<file path="config.mk">
export PLATFORM = sky130hd
export DESIGN_NAME = ascon_round_fsm
export DESIGN_NICKNAME = d
export VERILOG_FILES = /design/src/rtl/ascon_round_fsm.sv
export SDC_FILE = /design/constraint.sdc
export NUM_CORES = 1
export LEC_CHECK = 0
export ABC_AREA = 1
export CORE_AREA = 2 2 39 41
export CTS_BUF_LIST = sky130_fd_sc_hd__clkbuf_4 sky130_fd_sc_hd__clkbuf_8
export DETAILED_ROUTE_END_ITERATION = 7
export DIE_AREA = 0 0 41 43
export DONT_BUFFER_PORTS = 1
export SLEW_MARGIN = 30
export SYNTH_ARGS = -nofsm -noshare
export SYNTH_HDL_FRONTEND = slang
export SYNTH_SLANG_ARGS = --single-unit
</file>
<file path="constraint.sdc">
create_clock -name clock_i -period 1.4 [get_ports clock_i]
set_input_delay 0.42 -clock clock_i [delete_from_list [all_inputs] [get_ports clock_i]]
set_output_delay 0.42 -clock clock_i [all_outputs]
set_load 0.02 [all_outputs]
</file>
<file path="src/rtl/ascon_round_fsm.sv">
// Ascon encryption control FSM: sequences p^a/p^b rounds over an external round
// counter and raises the datapath strobes for init, AD, plaintext blocks and tag.
module ascon_round_fsm #(
    parameter int unsigned NB_BLOCKS = 4
) (
    input  logic       clock_i,
    input  logic       resetb_i,
    input  logic       start_i,
    input  logic       data_valid_i,
    input  logic [3:0] cpt_i,
    output logic       en_cpt_o,
    output logic       init_a_o,
    output logic       init_b_o,
    output logic       en_round_o,
    output logic       sel_init_o,
    output logic       en_xor_data_b_o,
    output logic       en_xor_key_b_o,
    output logic       en_xor_key_e_o,
    output logic       en_xor_lsb_e_o,
    output logic       en_cipher_o,
    output logic       en_tag_o,
    output logic       cipher_valid_o,
    output logic       end_o
);

    localparam int unsigned CPT_W = 4;
    localparam int unsigned BLK_W = 4;

    localparam logic [CPT_W-1:0] CPT_ZERO = CPT_W'(0);
    localparam logic [CPT_W-1:0] CPT_MID  = CPT_W'(6);
    localparam logic [CPT_W-1:0] CPT_LAST = CPT_W'(11);
    localparam logic [BLK_W-1:0] BLK_LAST = BLK_W'(NB_BLOCKS - 1);

    localparam logic [2:0] S_IDLE    = 3'd0;
    localparam logic [2:0] S_INIT_R  = 3'd1;
    localparam logic [2:0] S_AD_WAIT = 3'd2;
    localparam logic [2:0] S_AD_R    = 3'd3;
    localparam logic [2:0] S_PT_WAIT = 3'd4;
    localparam logic [2:0] S_PT_R    = 3'd5;
    localparam logic [2:0] S_FIN_R   = 3'd6;
    localparam logic [2:0] S_DONE    = 3'd7;

    logic [2:0]       state_q, state_d;
    logic [BLK_W-1:0] blk_q, blk_d;
    logic             cipher_valid_q;
    logic             round_end;
    logic             last_blk;

    // Counter values past 11 close the phase just like 11 does.
    assign round_end      = (cpt_i >= CPT_LAST);
    assign last_blk       = (blk_q == BLK_LAST);
    assign cipher_valid_o = cipher_valid_q;

    // State, block counter and ciphertext-valid registers.
    always_ff @(posedge clock_i) begin
        if (resetb_i) begin
            state_q        <= S_IDLE;
            blk_q          <= '0;
            cipher_valid_q <= 1'b0;
        end else begin
            state_q        <= state_d;
            blk_q          <= blk_d;
            cipher_valid_q <= en_cipher_o;
        end
    end

    // Next state and strobe decode.
    always_comb begin
        state_d         = state_q;
        blk_d           = blk_q;
        en_cpt_o        = 1'b0;
        init_a_o        = 1'b0;
        init_b_o        = 1'b0;
        en_round_o      = 1'b0;
        sel_init_o      = 1'b0;
        en_xor_data_b_o = 1'b0;
        en_xor_key_b_o  = 1'b0;
        en_xor_key_e_o  = 1'b0;
        en_xor_lsb_e_o  = 1'b0;
        en_cipher_o     = 1'b0;
        en_tag_o        = 1'b0;
        end_o           = 1'b0;

        case (state_q)
            S_IDLE: begin
                if (start_i) begin
                    init_a_o = 1'b1;
                    state_d  = S_INIT_R;
                end
            end
            S_INIT_R: begin
                en_round_o = 1'b1;
                en_cpt_o   = 1'b1;
                if (cpt_i == CPT_ZERO) sel_init_o = 1'b1;
                if (round_end) begin
                    en_xor_key_e_o = 1'b1;
                    state_d        = S_AD_WAIT;
                end
            end
            S_AD_WAIT: begin
                init_b_o = 1'b1;
                if (data_valid_i) state_d = S_AD_R;
            end
            S_AD_R: begin
                en_round_o = 1'b1;
                en_cpt_o   = 1'b1;
                if (cpt_i == CPT_MID) en_xor_data_b_o = 1'b1;
                if (round_end) begin
                    en_xor_lsb_e_o = 1'b1;
                    blk_d          = '0;
                    state_d        = S_PT_WAIT;
                end
            end
            S_PT_WAIT: begin
                // The last block runs the 12-round finalisation, so preload 0.
                if (last_blk) init_a_o = 1'b1;
                else          init_b_o = 1'b1;
                if (data_valid_i) state_d = last_blk ? S_FIN_R : S_PT_R;
            end
            S_PT_R: begin
                en_round_o = 1'b1;
                en_cpt_o   = 1'b1;
                if (cpt_i == CPT_MID) begin
                    en_xor_data_b_o = 1'b1;
                    en_cipher_o     = 1'b1;
                end
                if (round_end) begin
                    blk_d   = blk_q + BLK_W'(1);
                    state_d = S_PT_WAIT;
                end
            end
            S_FIN_R: begin
                en_round_o = 1'b1;
                en_cpt_o   = 1'b1;
                if (cpt_i == CPT_ZERO) begin
                    en_xor_data_b_o = 1'b1;
                    en_xor_key_b_o  = 1'b1;
                    en_cipher_o     = 1'b1;
                end
                if (round_end) begin
                    en_xor_key_e_o = 1'b1;
                    en_tag_o       = 1'b1;
                    state_d        = S_DONE;
                end
            end
            S_DONE: begin
                end_o = 1'b1;
                if (!start_i) state_d = S_IDLE;
            end
            default: state_d = S_IDLE;
        endcase
    end

endmodule

</file>
==> results.toml, run 1 <==
[sta]
clock_skew_ps = 3.51
period_share_pct = 115
hold-worst-slack_ps = 216
fmax_ghz = 0.624
setup_slack_ps = -204
hold_viol_final = 0
worst_slew_pin_slew_ps = 283
slew_headroom_pct = 81.1
setup_viol = 11
maxSlewViolCount = 0
timing.final.crit_period_ps = 1600
rsz0062_at_grt = "yes"

[place]
dp_cells = 149
dpl.hpwl_mm = 1.27
dpl-instance-area_sq_um = 897
port_buffers = 0
place_congestion = 0.726

[grt]
antenna_found_initial = 0
track_usage_pct = 24.3
met2_usage_pct = 41.3
grt.busiest_layer = "met2"
grt_pass1_wl_mm = 2.88
grtUsageMet1_pct = 25.7
grt_overflow_total = 0
grt_pass1_vias = 763
grt_max_degree = 8
grt_use_met3_pct = 4.19

[finish]
final_area_sq_um = 1080
fin_cells = 157
finalNetCount = 152
drive_above_1_share_pct = 48.9
area_growth_syn_to_layout_pct = 71.6
antenna_cells = 0

[route]
drtIter0Drc = 4
vias_per_cell = 4.84
wirelength_mm = 1.69
drc = 0
wl_per_cell_um = 10.8
num_vias = 760
first_pass_iters = 2
antenna_left = 0

[setup_path]
start_kind = "flop"
worstPathArrival_ps = 1180
criticalPathCategory = "flop to output port"
cp.required_ps = 980
endpoint_kind = "output port"
path_max_fanout = 5

[logic_synthesis]
netlist_instances = 110
yosysTopAreaCellShare_pct = 25.4
syn_nets = 119
yosys_warnings = 0
yosysMostFrequentCell = "nand2_1"
ys_ff_latch = 8
yosys.area.top_type = "dfxtp_1"
synth.distinct_cells = 20
synth-seq-area-share_pct = 25.4
netlist_area_sq_um = 631
yosys_most_used_dff = "dfxtp_1"
synth-async-reset-ratio_pct = 0
synth_common_cells = "nand2_1 (26), inv_1 (19), nor2_1 (18)"
avgSynthCellArea_sq_um = 5.73
synth-edff-count = 0
ys_top_cells_by_area = "dfxtp_1 (25%), nand2_1 (15%), inv_1 (11%)"

[power_and_ir_drop]
power_density_nw_per_um2 = 1550
irDropWorstVdd_mv = 0.868
p_leak_nw = 0.510

[die]
fp.dieArea_sq_um = 1760
dieHeight_um = 43
pin_count = 21
core-area_sq_um = 1380
initial_core_util_pct = 45.6
die_x_um = 41
std_cell_rows = 14

[run_status]
status = "complete, but fails checks"
violations = "setup timing"

[clock_network]
cts_root_buf = "clkbuf_4"
cts_buffers = 3
cts_buffer_depth = 2
clkSinkCount = 8
clk_pin_slew_ps = 50
h-tree-depth = 1
hold_buffers = 0
clk_latency_ps = 260
cts_tree = "yes"

[min_path]
hold_path_class = "primary input to flop"

[job]
max_cap_violations = 0
[area by class of cell]
type / count / area [sq um]
well taps: 16 / 20.0
multi-input cells: 79 / 522
repair buffers: 31 / 264
flip-flops and latches: 8 / 174
fillers: 96 / 302
clock buffers: 3 / 22.5
inverters: 20 / 80.1
[logic make-up (layout without fill, tap and decap cells)]
| family | Yosys count | after routing | share of synthesized area (%) |
|---|---|---|---|
| adders and majority gates | 1 | 1 | 1.98 |
| buffers and inverters | 23 | 54 | 15.1 |
| DFF | 8 | 8 | 25.4 |
| and+or+nand+nor | 64 | 64 | 43.1 |
| AOI/OAI and AO/OA | 14 | 14 | 14.5 |
[per-stage QoR]
step	power (mW)	TNS, ps	util, %	setup slack, ps
after floorplan	0.939	-118	-	-51.6
after global placement	1.23	-200	64.8	-61.2
after detailed placement	1.24	-277	64.8	-79.0
after CTS	1.62	-2070	76.3	-213
after global routing	1.81	-2880	78.2	-267
final	1.67	-1940	78.2	-204
[cells in the final DEF, fill, tap and decap left out]
cell / count
nor2_2: 3
clkbuf_4: 3
dfxtp_2: 2
a31o_4: 1
o211ai_4: 1
nand4_1: 3
inv_1: 11
inv_4: 2
nand3_4: 3
buf_4: 25
dfxtp_4: 3
nor2_1: 13
buf_6: 5
nor2_4: 3
nand2_1: 23
o22ai_4: 1
inv_2: 7
buf_12: 1
nand3_1: 11
a21oi_1: 7
o211a_1: 1
o21ai_2: 1
nor3_2: 1
ha_4: 1
a21oi_2: 1
dfxtp_1: 3
o21ai_4: 1
nand2_2: 2
nand2_4: 2
[sequential cells by signal, indices dropped and copies added, names as in the netlist]
| register | cells |
|---|---|
| blk_q | 4 |
| cipher_valid_o | 1 |
| state_q | 3 |
[routing by layer]
layer | routed length (um) | vias up
met4 | 40 | 0
met5 | 0 | -
met2 | 865 | 13
met3 | 42 | 5
li1 | - | 416
met1 | 739 | 326
[final timing paths]
path,cells after the start,to,slack (ps),startpoint
worst max-delay path,3,en_xor_key_e_o,-200,state_q[1]
worst max register to register,10,state_q[2],20,state_q[1]
worst min register to register,3,blk_q[2],530,blk_q[2]
worst min-delay path,1,blk_q[1],220,resetb_i
[worst max-delay path, cell delays in order, from the launching register on]
cell     delay [ps]
dfxtp_4         390
buf_6           110
nand3_4         130
a21oi_2         290
[where the power goes]
| group | internal, mW | total, mW | switching [mW] |
|---|---|---|---|
| Sequential | 0.283 | 0.365 | 0.0827 |
| Combinational | 0.546 | 1.13 | 0.584 |
| Clock | 0.0981 | 0.177 | 0.0786 |
| Total | 0.927 | 1.67 | 0.746 |
[timing repair]
action	in CTS	in global routing
gates resized for setup	29	4
buffers inserted	5	1
setup endpoints to repair	13	15
pin swaps	5	2
No activity file was read; power rests on OpenSTA's default activity.
==> inputs of run 2 (changes only) <==
- TNS_END_PERCENT: default -> 5
==> run 2 against run 1 <==
First-iteration DRC count grew to 4.3 times the previous value. Sequential power shrank 2%. Critical endpoint is now init_b_o. Clock skew shrank 1.4 ps. The flow still finishes with violations (setup timing). Routed wire length grew 3.1%. Global-route usage shrank 1.8 points. Clock-buffer cell count is the same. Critical path depth grew 4. Via count grew 1.6%. Final area shrank 8.0%. Combinational power shrank 7%. Total power shrank 5.6%. Largest cell class unchanged.
==> results.toml, run 2 (synthesized netlist as in run 1, its figures left out) <==
[grt]
grt_max_degree = 7
track_usage_pct = 22.5
grt_pass1_vias = 680
grt_pass1_wl_mm = 2.72
grt_overflow_total = 0
antenna_found_initial = 0

[finish]
regMostFlops = "blk_q"
finalNetCount = 147
fillers = 122
antenna_cells = 0
largest_reg_flops = 4
final_area_sq_um = 996
drive_above_1_share_pct = 45.6
layout_commonest_cell = "nand2_1"
multi_input_comb_area_sq_um = 485
seq_area_sq_um = 174
area_growth_syn_to_layout_pct = 57.9
final_cell_mix = "nand2_1 (23), buf_4 (22), inv_1 (15), nor2_1 (11), nand3_1 (10)"

[clock_network]
h-tree-depth = 1
clk_pin_slew_ps = 50
clkSinkCount = 8
cts_buffers = 3
cts_root_buf = "clkbuf_4"
clk_latency_ps = 250
cts_buffer_depth = 2
cts_tree = "yes"

[place]
port_buffers = 0
place_congestion = 0.757
dpl.hpwl_mm = 1.29
dpl-instance-area_sq_um = 862

[sta]
setup_viol = 12
clock_skew_ps = 2.14
rsz0062_at_grt = "yes"
setup_slack_ps = -257
slew_headroom_pct = 81.8
fmax_ghz = 0.604
timing.final.crit_period_ps = 1660
period_share_pct = 118
hold-worst-slack_ps = 231
hold_viol_final = 0
worst_slew_pin_slew_ps = 273
maxSlewViolCount = 0

[setup_path]
critPathMostFrequentCell = "nand2_2"
worstPathArrival_ps = 1240
r2r-end = "state_q[2]"
timing.rr.start = "state_q[0]"
crit_path_max_incr_delay_ps = 360
criticalPathCategory = "flop to output port"
critical-path-slowest-cell = "dfxtp_4"
endpoint_kind = "output port"
crit_chain = "buf_6 > nor2_4 > nand2_2 > inv_2 > nand2_2 > o21ai_1 > buf_4"
r2r_cells = 9
start_kind = "flop"
cp.required_ps = 980
regToRegSetupSlack_ps = 80
crit_start = "state_q[0]"
path_max_fanout = 5

[min_path]
min_from = "resetb_i"
hold_path_class = "primary input to flop"
whs_endpoint = "blk_q[1]"
hold_path_depth = 1

[die]
dieHeight_um = 43
std_cell_rows = 14
pin_count = 21
die_x_um = 41
core-area_sq_um = 1380
initial_core_util_pct = 45.6
fp.dieArea_sq_um = 1760

[power_and_ir_drop]
seq_power_share_pct = 22.7
clkPwrFrac_pct = 10.9
power_density_nw_per_um2 = 1580
p_sw_share_pct = 44.8
p_sw_uw = 706
p_int_uw = 872
p_leak_nw = 0.477
combPwrFrac_pct = 66.4
power_mw = 1.58
irDropWorstVdd_mv = 1.12

[route]
antenna_left = 0
wirelength_mm = 1.74
drtIter0Drc = 17
first_pass_iters = 4
drc = 0
vias_per_cell = 5.08
num_vias = 772
wl_per_cell_um = 11.5

[job]
max_cap_violations = 0

[run_status]
violations = "setup timing"
status = "complete, but fails checks"
run 2: layout make-up:
| class | count | share of cell area [%] |
|---|---|---|
| clock buffers | 3 | 2.26 |
| inverters | 20 | 7.54 |
| multi-input cells | 79 | 48.7 |
| flip-flops and latches | 8 | 17.5 |
| well taps | 16 | 2.01 |
| repair buffers | 26 | 22.0 |
run 2: how the worst max path moves through the flow:
stage                                  to  slack [ps]  cells past startpoint
after floorplan               en_cipher_o         -90                      5
after global placement    en_xor_data_b_o         -90                      5
after detailed placement         init_b_o         -90                      7
after CTS                        init_b_o        -240                      7
after global routing             init_b_o        -330                      7
final                            init_b_o        -260                      7
run 2: what timing repair did:
| action | 4_1_cts | 5_1_grt |
|---|---|---|
| hold endpoints to repair | 0 | 0 |
| hold buffers | 0 | 0 |
| pin swaps | 2 | 3 |
| setup endpoints to repair | 15 | 15 |
| resized for setup | 24 | 7 |
| buffers inserted | 2 | 0 |
run 2: power groups by stage:
stage	combinational (mW)	clock (mW)	sequential [mW]
after CTS	0.994	0.183	0.347
final	1.05	0.173	0.358
after floorplan	0.588	0	0.296
after global placement	0.890	0	0.319
after global routing	1.14	0.188	0.362
after detailed placement	0.898	0	0.322
run 2: stage by stage:
step	utilization (%)	setup TNS [ps]	instances	setup slack, ps
5_1_grt	72.0	-2680	152	-327
3_3_place_gp	62.3	-563	147	-86.6
6_report	72.0	-2020	152	-257
4_1_cts	69.9	-2280	152	-242
3_5_place_dp	62.3	-814	147	-86.9
2_1_floorplan	-	-380	110	-85.6
run 2: worst max-delay path: cells and delay by family, from the launching register on:
kind	cells	cell delay [ps]
flip-flops	1	360
AO/OA/AOI/OAI	1	70
AND/OR/NAND/NOR	3	210
buffers and inverters	3	340
run 2: metal layers:
metal	global-route usage [%]	wire length [um]	up-vias
li1	-	-	410
met1	25.6	754	344
met2	38.1	916	16
met3	3.14	53	2
met4	11.3	16	0
met5	0	0	-
